## src/rtl/alu_seq_pkg.sv

```systemverilog
// Shared opcodes, FSM state encodings and flag bit positions for the ALU sequencer.
// Latency: none, this file holds only types and constants.
// Backpressure: none.
package alu_seq_pkg;

  // Opcodes match the ALU fn_sel codes one-to-one; LOADI never reaches the ALU.
  localparam logic [2:0] OP_MOV   = 3'd0;
  localparam logic [2:0] OP_INC   = 3'd1;
  localparam logic [2:0] OP_DEC   = 3'd2;
  localparam logic [2:0] OP_ADD   = 3'd3;
  localparam logic [2:0] OP_NEG   = 3'd4;
  localparam logic [2:0] OP_OR    = 3'd5;
  localparam logic [2:0] OP_NOT   = 3'd6;
  localparam logic [2:0] OP_LOADI = 3'd7;

  typedef enum logic [1:0] {
    ST_IDLE = 2'd0,
    ST_OPND = 2'd1,
    ST_EXEC = 2'd2,
    ST_WB   = 2'd3
  } state_t;

  // Bit positions inside the packed flag register.
  localparam int FLAG_C = 0;
  localparam int FLAG_V = 1;
  localparam int FLAG_Z = 2;
  localparam int FLAG_N = 3;

  // Binary ops take x from R[rd] and y from R[rs]; unary ops take x from R[rs].
  function automatic logic is_binary(input logic [2:0] op);
    return (op == OP_ADD) || (op == OP_OR);
  endfunction

  // Only the adder ops produce meaningful carry/overflow.
  function automatic logic updates_cv(input logic [2:0] op);
    return (op == OP_INC) || (op == OP_ADD);
  endfunction

endpackage

```

## src/rtl/alu_seq_regfile.sv

```systemverilog
// 4x16 register file with one synchronous write port and three combinational reads.
// Latency: a write lands on the clock edge; reads show the old value until that edge.
// Backpressure: none, the sequencer decides when writes happen.
module alu_seq_regfile (
  input  logic        clk,
  input  logic        rst,
  input  logic        we,
  input  logic [1:0]  waddr,
  input  logic [15:0] wdata,
  input  logic [1:0]  raddr_a,
  output logic [15:0] rdata_a,
  input  logic [1:0]  raddr_b,
  output logic [15:0] rdata_b,
  input  logic [1:0]  raddr_dbg,
  output logic [15:0] rdata_dbg
);

  logic [15:0] regs [4];

  // Single write port; reset clears every register immediately.
  always_ff @(posedge clk or posedge rst) begin
    if (rst) begin
      for (int i = 0; i < 4; i++) begin
        regs[i] <= 16'h0000;
      end
    end else if (we) begin
      regs[waddr] <= wdata;
    end
  end

  assign rdata_a   = regs[raddr_a];
  assign rdata_b   = regs[raddr_b];
  assign rdata_dbg = regs[raddr_dbg];

endmodule

```

## src/rtl/alu_seq_ctrl.sv

```systemverilog
// Sequencer that stages operands, then a function select, into the 16-bit ALU and writes back.
// Latency: ALU ops write EXEC_CYCLES+1 edges after accept, done the cycle after; LOADI writes at accept.
// Backpressure: instr_ready is high only in IDLE; one instruction in flight, nothing is queued.
module alu_seq_ctrl
  import alu_seq_pkg::*;
#(
  parameter int         EXEC_CYCLES = 2,
  parameter logic [2:0] PARK_SEL    = 3'b111
) (
  input  logic        clk,
  input  logic        rst,
  input  logic        instr_valid,
  output logic        instr_ready,
  input  logic [15:0] instr,
  output logic [15:0] alu_x,
  output logic [15:0] alu_y,
  output logic [2:0]  alu_fn_sel,
  input  logic [15:0] alu_z,
  input  logic        alu_carry,
  input  logic        alu_carry_n_1,
  output logic        done,
  output logic        flag_c,
  output logic        flag_v,
  output logic        flag_z,
  output logic        flag_n,
  input  logic [1:0]  dbg_sel,
  output logic [15:0] dbg_data
);

  state_t      state;
  logic [2:0]  op_q;
  logic [1:0]  rd_q;
  logic [2:0]  exec_cnt;
  logic [3:0]  flags;

  logic [2:0]  in_op;
  logic [1:0]  in_rd;
  logic [1:0]  in_rs;
  logic [10:0] in_imm;

  logic        wr_en;
  logic [1:0]  wr_addr;
  logic [15:0] wr_data;
  logic [15:0] rd_val;
  logic [15:0] rs_val;

  assign in_op  = instr[15:13];
  assign in_rd  = instr[12:11];
  assign in_rs  = instr[10:9];
  assign in_imm = instr[10:0];

  assign instr_ready = (state == ST_IDLE);

  assign flag_c = flags[FLAG_C];
  assign flag_v = flags[FLAG_V];
  assign flag_z = flags[FLAG_Z];
  assign flag_n = flags[FLAG_N];

  // Operand reads use the incoming instruction fields; they only matter on the accept edge.
  alu_seq_regfile u_regfile (
    .clk       (clk),
    .rst       (rst),
    .we        (wr_en),
    .waddr     (wr_addr),
    .wdata     (wr_data),
    .raddr_a   (in_rd),
    .rdata_a   (rd_val),
    .raddr_b   (in_rs),
    .rdata_b   (rs_val),
    .raddr_dbg (dbg_sel),
    .rdata_dbg (dbg_data)
  );

  // Write-back source: LOADI immediate on the accept edge, ALU result on the last EXEC edge.
  always_comb begin
    wr_en   = 1'b0;
    wr_addr = rd_q;
    wr_data = alu_z;
    if (state == ST_IDLE) begin
      wr_addr = in_rd;
      wr_data = {5'b0, in_imm};
      wr_en   = instr_valid && (in_op == OP_LOADI);
    end else if ((state == ST_EXEC) && (exec_cnt == 3'd0)) begin
      wr_en = 1'b1;
    end
  end

  // Main sequencer: operands settle a cycle before fn_sel moves, and fn_sel parks before
  // operands can change again, so the ALU only ever sees clean fn_sel transitions.
  always_ff @(posedge clk or posedge rst) begin
    if (rst) begin
      state      <= ST_IDLE;
      op_q       <= OP_MOV;
      rd_q       <= 2'd0;
      exec_cnt   <= 3'd0;
      alu_x      <= 16'h0000;
      alu_y      <= 16'h0000;
      alu_fn_sel <= PARK_SEL;
      done       <= 1'b0;
      flags      <= 4'b0000;
    end else begin
      done <= 1'b0;
      case (state)
        ST_IDLE: begin
          if (instr_valid) begin
            op_q <= in_op;
            rd_q <= in_rd;
            if (in_op == OP_LOADI) begin
              flags[FLAG_Z] <= (wr_data == 16'h0000);
              flags[FLAG_N] <= wr_data[15];
              done          <= 1'b1;
              state         <= ST_WB;
            end else begin
              alu_x      <= is_binary(in_op) ? rd_val : rs_val;
              alu_y      <= is_binary(in_op) ? rs_val :
                            ((in_op == OP_INC) ? 16'h0001 : 16'h0000);
              alu_fn_sel <= PARK_SEL;
              state      <= ST_OPND;
            end
          end
        end
        ST_OPND: begin
          alu_fn_sel <= op_q;
          exec_cnt   <= 3'(EXEC_CYCLES - 1);
          state      <= ST_EXEC;
        end
        ST_EXEC: begin
          if (exec_cnt == 3'd0) begin
            flags[FLAG_Z] <= (wr_data == 16'h0000);
            flags[FLAG_N] <= wr_data[15];
            if (updates_cv(op_q)) begin
              flags[FLAG_C] <= alu_carry;
              flags[FLAG_V] <= alu_carry ^ alu_carry_n_1;
            end
            alu_fn_sel <= PARK_SEL;
            done       <= 1'b1;
            state      <= ST_WB;
          end else begin
            exec_cnt <= exec_cnt - 3'd1;
          end
        end
        ST_WB: begin
          state <= ST_IDLE;
        end
        default: begin
          state <= ST_IDLE;
        end
      endcase
    end
  end

endmodule
```

## config.mk

```make
export PLATFORM = sky130hd
export DESIGN_NAME = alu_seq_ctrl
export DESIGN_NICKNAME = d
export VERILOG_FILES = /design/src/rtl/alu_seq_pkg.sv /design/src/rtl/alu_seq_regfile.sv /design/src/rtl/alu_seq_ctrl.sv
export SDC_FILE = /design/constraint.sdc
export NUM_CORES = 1
export LEC_CHECK = 0
export CAP_MARGIN = 20
export CORE_UTILIZATION = 41
export DETAILED_ROUTE_END_ITERATION = 10
export GPL_TIMING_DRIVEN = 0
export SLEW_MARGIN = 5
export SYNTH_ARGS = -nofsm -noshare
export SYNTH_HDL_FRONTEND = slang
export SYNTH_SLANG_ARGS = --single-unit
export TNS_END_PERCENT = 50
```

## constraint.sdc

```tcl
create_clock -name clk -period 8 [get_ports clk]
set_clock_uncertainty 0.15 [all_clocks]
set_input_delay 2.4 -clock clk [delete_from_list [all_inputs] [get_ports clk]]
set_output_delay 2.4 -clock clk [all_outputs]
set_load 0.01 [all_outputs]
```

==> run metrics <==
status finished, final reports clean; power per cell area ~380 nW/µm²; part of the cycle the worst path needs between 80 and 90%; endpoints failing setup 0; Peak Freq 144 MHz; insertion delay to the later sink of the worst-skew pair roughly 0.42 ns; Die Wd 123 µm; gr busiest metal met2; DR vias ~4100; netlist area before placement between 6000 and 7000 µm²; io pins 96; CP required 5.45 ns; post-DP HPWL about 11000 µm; Post CTS Setup Buffer Count 0; fin. max-slew vios 0; I/O Buffers 89; hold slack final ~0.33 ns; worst path arrival time 4.42 ns; combinational share of power between 30% and 40%; CTS tree built; syn nets between 400 and 500; Die Y ~120 µm; H-tree levels 4; RSZ-0062 raised after global routing no; dpl cell area 7180 µm²; Final Wtd Congestion around 0.78; Seq cells post-synth approximately 110; Antenna Nets Post-Route 0; Clk Tree Root Cell clkbuf_16; Detailed Route Iter0 Violations around 250; worst hold-check path type reg2reg; gr usage total a little over a fifth; IR drop worst, VDD between 0.00015 and 0.0002 V; CTS sink cnt ~110; syn_area_per_cell 14.3 µm²; kind of start point of the critical path input port; # diodes 0; CTS Hold Buffers Added 0; Worst Setup End Kind primary output; crit-path max FO 10; WL/cell between 20 and 25 µm; drt first pass iters 4; routing usage on met1 28.8%; CTS buffer count 17; setup TNS 0 ns; largest net degree at the start of global routing 84; Hold Violations, Final 0; most frequent cells in the layout dfrtp_1 (111), clkdlybuf4s50_1 (89), mux2_2 (82); final instance area 7760 µm²; commonest non-fill, non-tap cell in the layout dfrtp_1; Rel. slew slack a little under half; clock network fraction of total power between 20% and 30%; CTS clk-pin slew, worst paths ~0.05 ns; nets@finish 577; Max clock buf depth 2; core area about 14000 µm²; drc violations 0; max cap viols 0; register area share after synthesis between 40% and 50%; Post-CTS Resized 0; Die ar. 15200 µm²; antenna violations before repair 0; final-layout fill cell count ~1200; Net Sw Power 0.958 mW; Vias/cell roughly 5.6; leak pwr roughly 3.3 nW; synth warn 0; num rows 43; global-route met3 utilization approximately 4.6%; worst slew pin tran 0.800 ns; first-pass GRT wire length 23200 µm; WS Path Type in2out; Post-Route WL between 15000 and 20000 µm; post-layout min period 6.97 ns; Netlist cell types 44; Internal Pwr Total around 2 mW; Starting Density 42.8%; Post-Syn Instances about 420; vias in the first global route approximately 4200; Sw Ratio approximately a third; GR Layer Usage met2 33.8%; Flop pwr share a little over a third; area grow syn2layout 28.7%; share of cells above drive strength 1 34.7%; Overflow after GRT 0
==> flip-flops by register name (all words and copies together), names as in the netlist <==
| name | flops |
|---|---|
| u_regfile.regs | 64 |
| rd_q | 2 |
| state | 2 |
| done | 1 |
| alu_x | 16 |
| flags | 4 |
| alu_fn_sel | 3 |
| op_q | 3 |
| alu_y | 16 |
| exec_cnt | 3 |
==> cells by family (layout without fill, tap and decap cells) <==
| family | Yosys count | after routing | share of synthesized area [%] |
|---|---|---|---|
| multiplexers | 151 | 151 | 36.9 |
| flip-flops | 114 | 114 | 47.4 |
| AND/OR/NAND/NOR | 64 | 64 | 5.81 |
| AO/OA/AOI/OAI | 49 | 49 | 5.50 |
| buffers and inverters | 37 | 159 | 2.82 |
| adder cells (fa/ha/maj) | 6 | 6 | 1.25 |
| XOR/XNOR | 2 | 2 | 0.291 |
==> worst paths after layout <==
kind | start | to | slack (ns) | cells after the start
max in group asynchronous | rst | alu_fn_sel[2] | 4.80 | 3
hold reg to reg | alu_x[6] | alu_x[6] | 0.33 | 2
setup / recovery | dbg_sel[0] | dbg_data[8] | 1.03 | 4
hold / removal | alu_x[6] | alu_x[6] | 0.33 | 2
min in group asynchronous | rst | alu_x[13] | 2.19 | 2
setup reg to reg | state[1] | u_regfile.regs[32] | 5.32 | 8
==> cell usage after synthesis, drive strengths merged <==
| library cell | number | area (µm²) |
|---|---|---|
| a221oi | 1 | 8.76 |
| or3 | 1 | 6.26 |
| inv | 9 | 33.8 |
| nor3 | 3 | 15.0 |
| o21ai | 22 | 110 |
| and3 | 2 | 12.5 |
| o22ai | 1 | 6.26 |
| mux2i | 17 | 170 |
| xor2 | 1 | 8.76 |
| clkbuf | 13 | 48.8 |
| a31oi | 1 | 6.26 |
| a22o | 15 | 131 |
| dfrtp | 111 | 2780 |
| nor4 | 2 | 12.5 |
| xnor2 | 1 | 8.76 |
| nand2 | 26 | 103 |
| mux2 | 86 | 976 |
| buf | 15 | 87.6 |
| dfstp | 3 | 78.8 |
| nor2b | 8 | 50.1 |
| and3b | 1 | 8.76 |
| nor3b | 1 | 7.51 |
| nand4 | 1 | 6.26 |
| o32ai | 1 | 16.3 |
| and2 | 2 | 12.5 |
| nand4bb | 1 | 11.3 |
| o32a | 1 | 10.0 |
| o22a | 1 | 8.76 |
| o2bb2ai | 1 | 8.76 |
| a21oi | 5 | 25.0 |
| nor2 | 5 | 33.8 |
| mux4 | 48 | 1080 |
| or4b | 1 | 10.0 |
| nand3 | 2 | 10.0 |
| or4 | 1 | 7.51 |
| nand2b | 7 | 43.8 |
| ha | 6 | 75.1 |
==> per-layer routing <==
layer,vias to the layer above,share of wire (%)
met3,20,5.8
met1,2094,44
met4,0,1.5
met5,-,0
li1,1838,-
met2,135,49
==> through the flow <==
stage	total power [mW]	util, %	setup slack [ns]	std cells
CTS	2.96	55.1	0.965	725
finish	2.93	55.1	1.03	725
global route	3.10	55.1	0.887	725
floorplan	1.72	-	1.77	423
detailed placement	2.20	50.9	0.964	693
global placement	2.15	50.7	0.751	692
==> worst max-delay path: stages <==
cell             delay [ns]
clkbuf_1               0.44
buf_2                  0.49
mux4_2                 0.58
clkdlybuf4s50_1        0.49
==> power by group through the flow <==
stage | clock [mW] | combinational (mW) | sequential [mW]
final | 0.738 | 1.17 | 1.03
after global routing | 0.783 | 1.25 | 1.06
after CTS | 0.756 | 1.18 | 1.02
after detailed placement | 0 | 1.17 | 1.03
after global placement | 0 | 1.15 | 1.01
after floorplan | 0 | 0.710 | 1.01
==> final cells by class <==
type | count | area [µm²] | share of cell area, %
Clock buffer | 17 | 425 | 5.48
Clock inverter | 15 | 158 | 2.03
Multi-Input combinational cell | 272 | 3000 | 38.7
Sequential cell | 114 | 2860 | 36.8
Timing Repair Buffer | 90 | 918 | 11.8
Inverter | 9 | 38.8 | 0.500
Tap cell | 180 | 225 | 2.90
Buffer | 28 | 136 | 1.76
No activity file was read; power rests on OpenSTA's default activity.
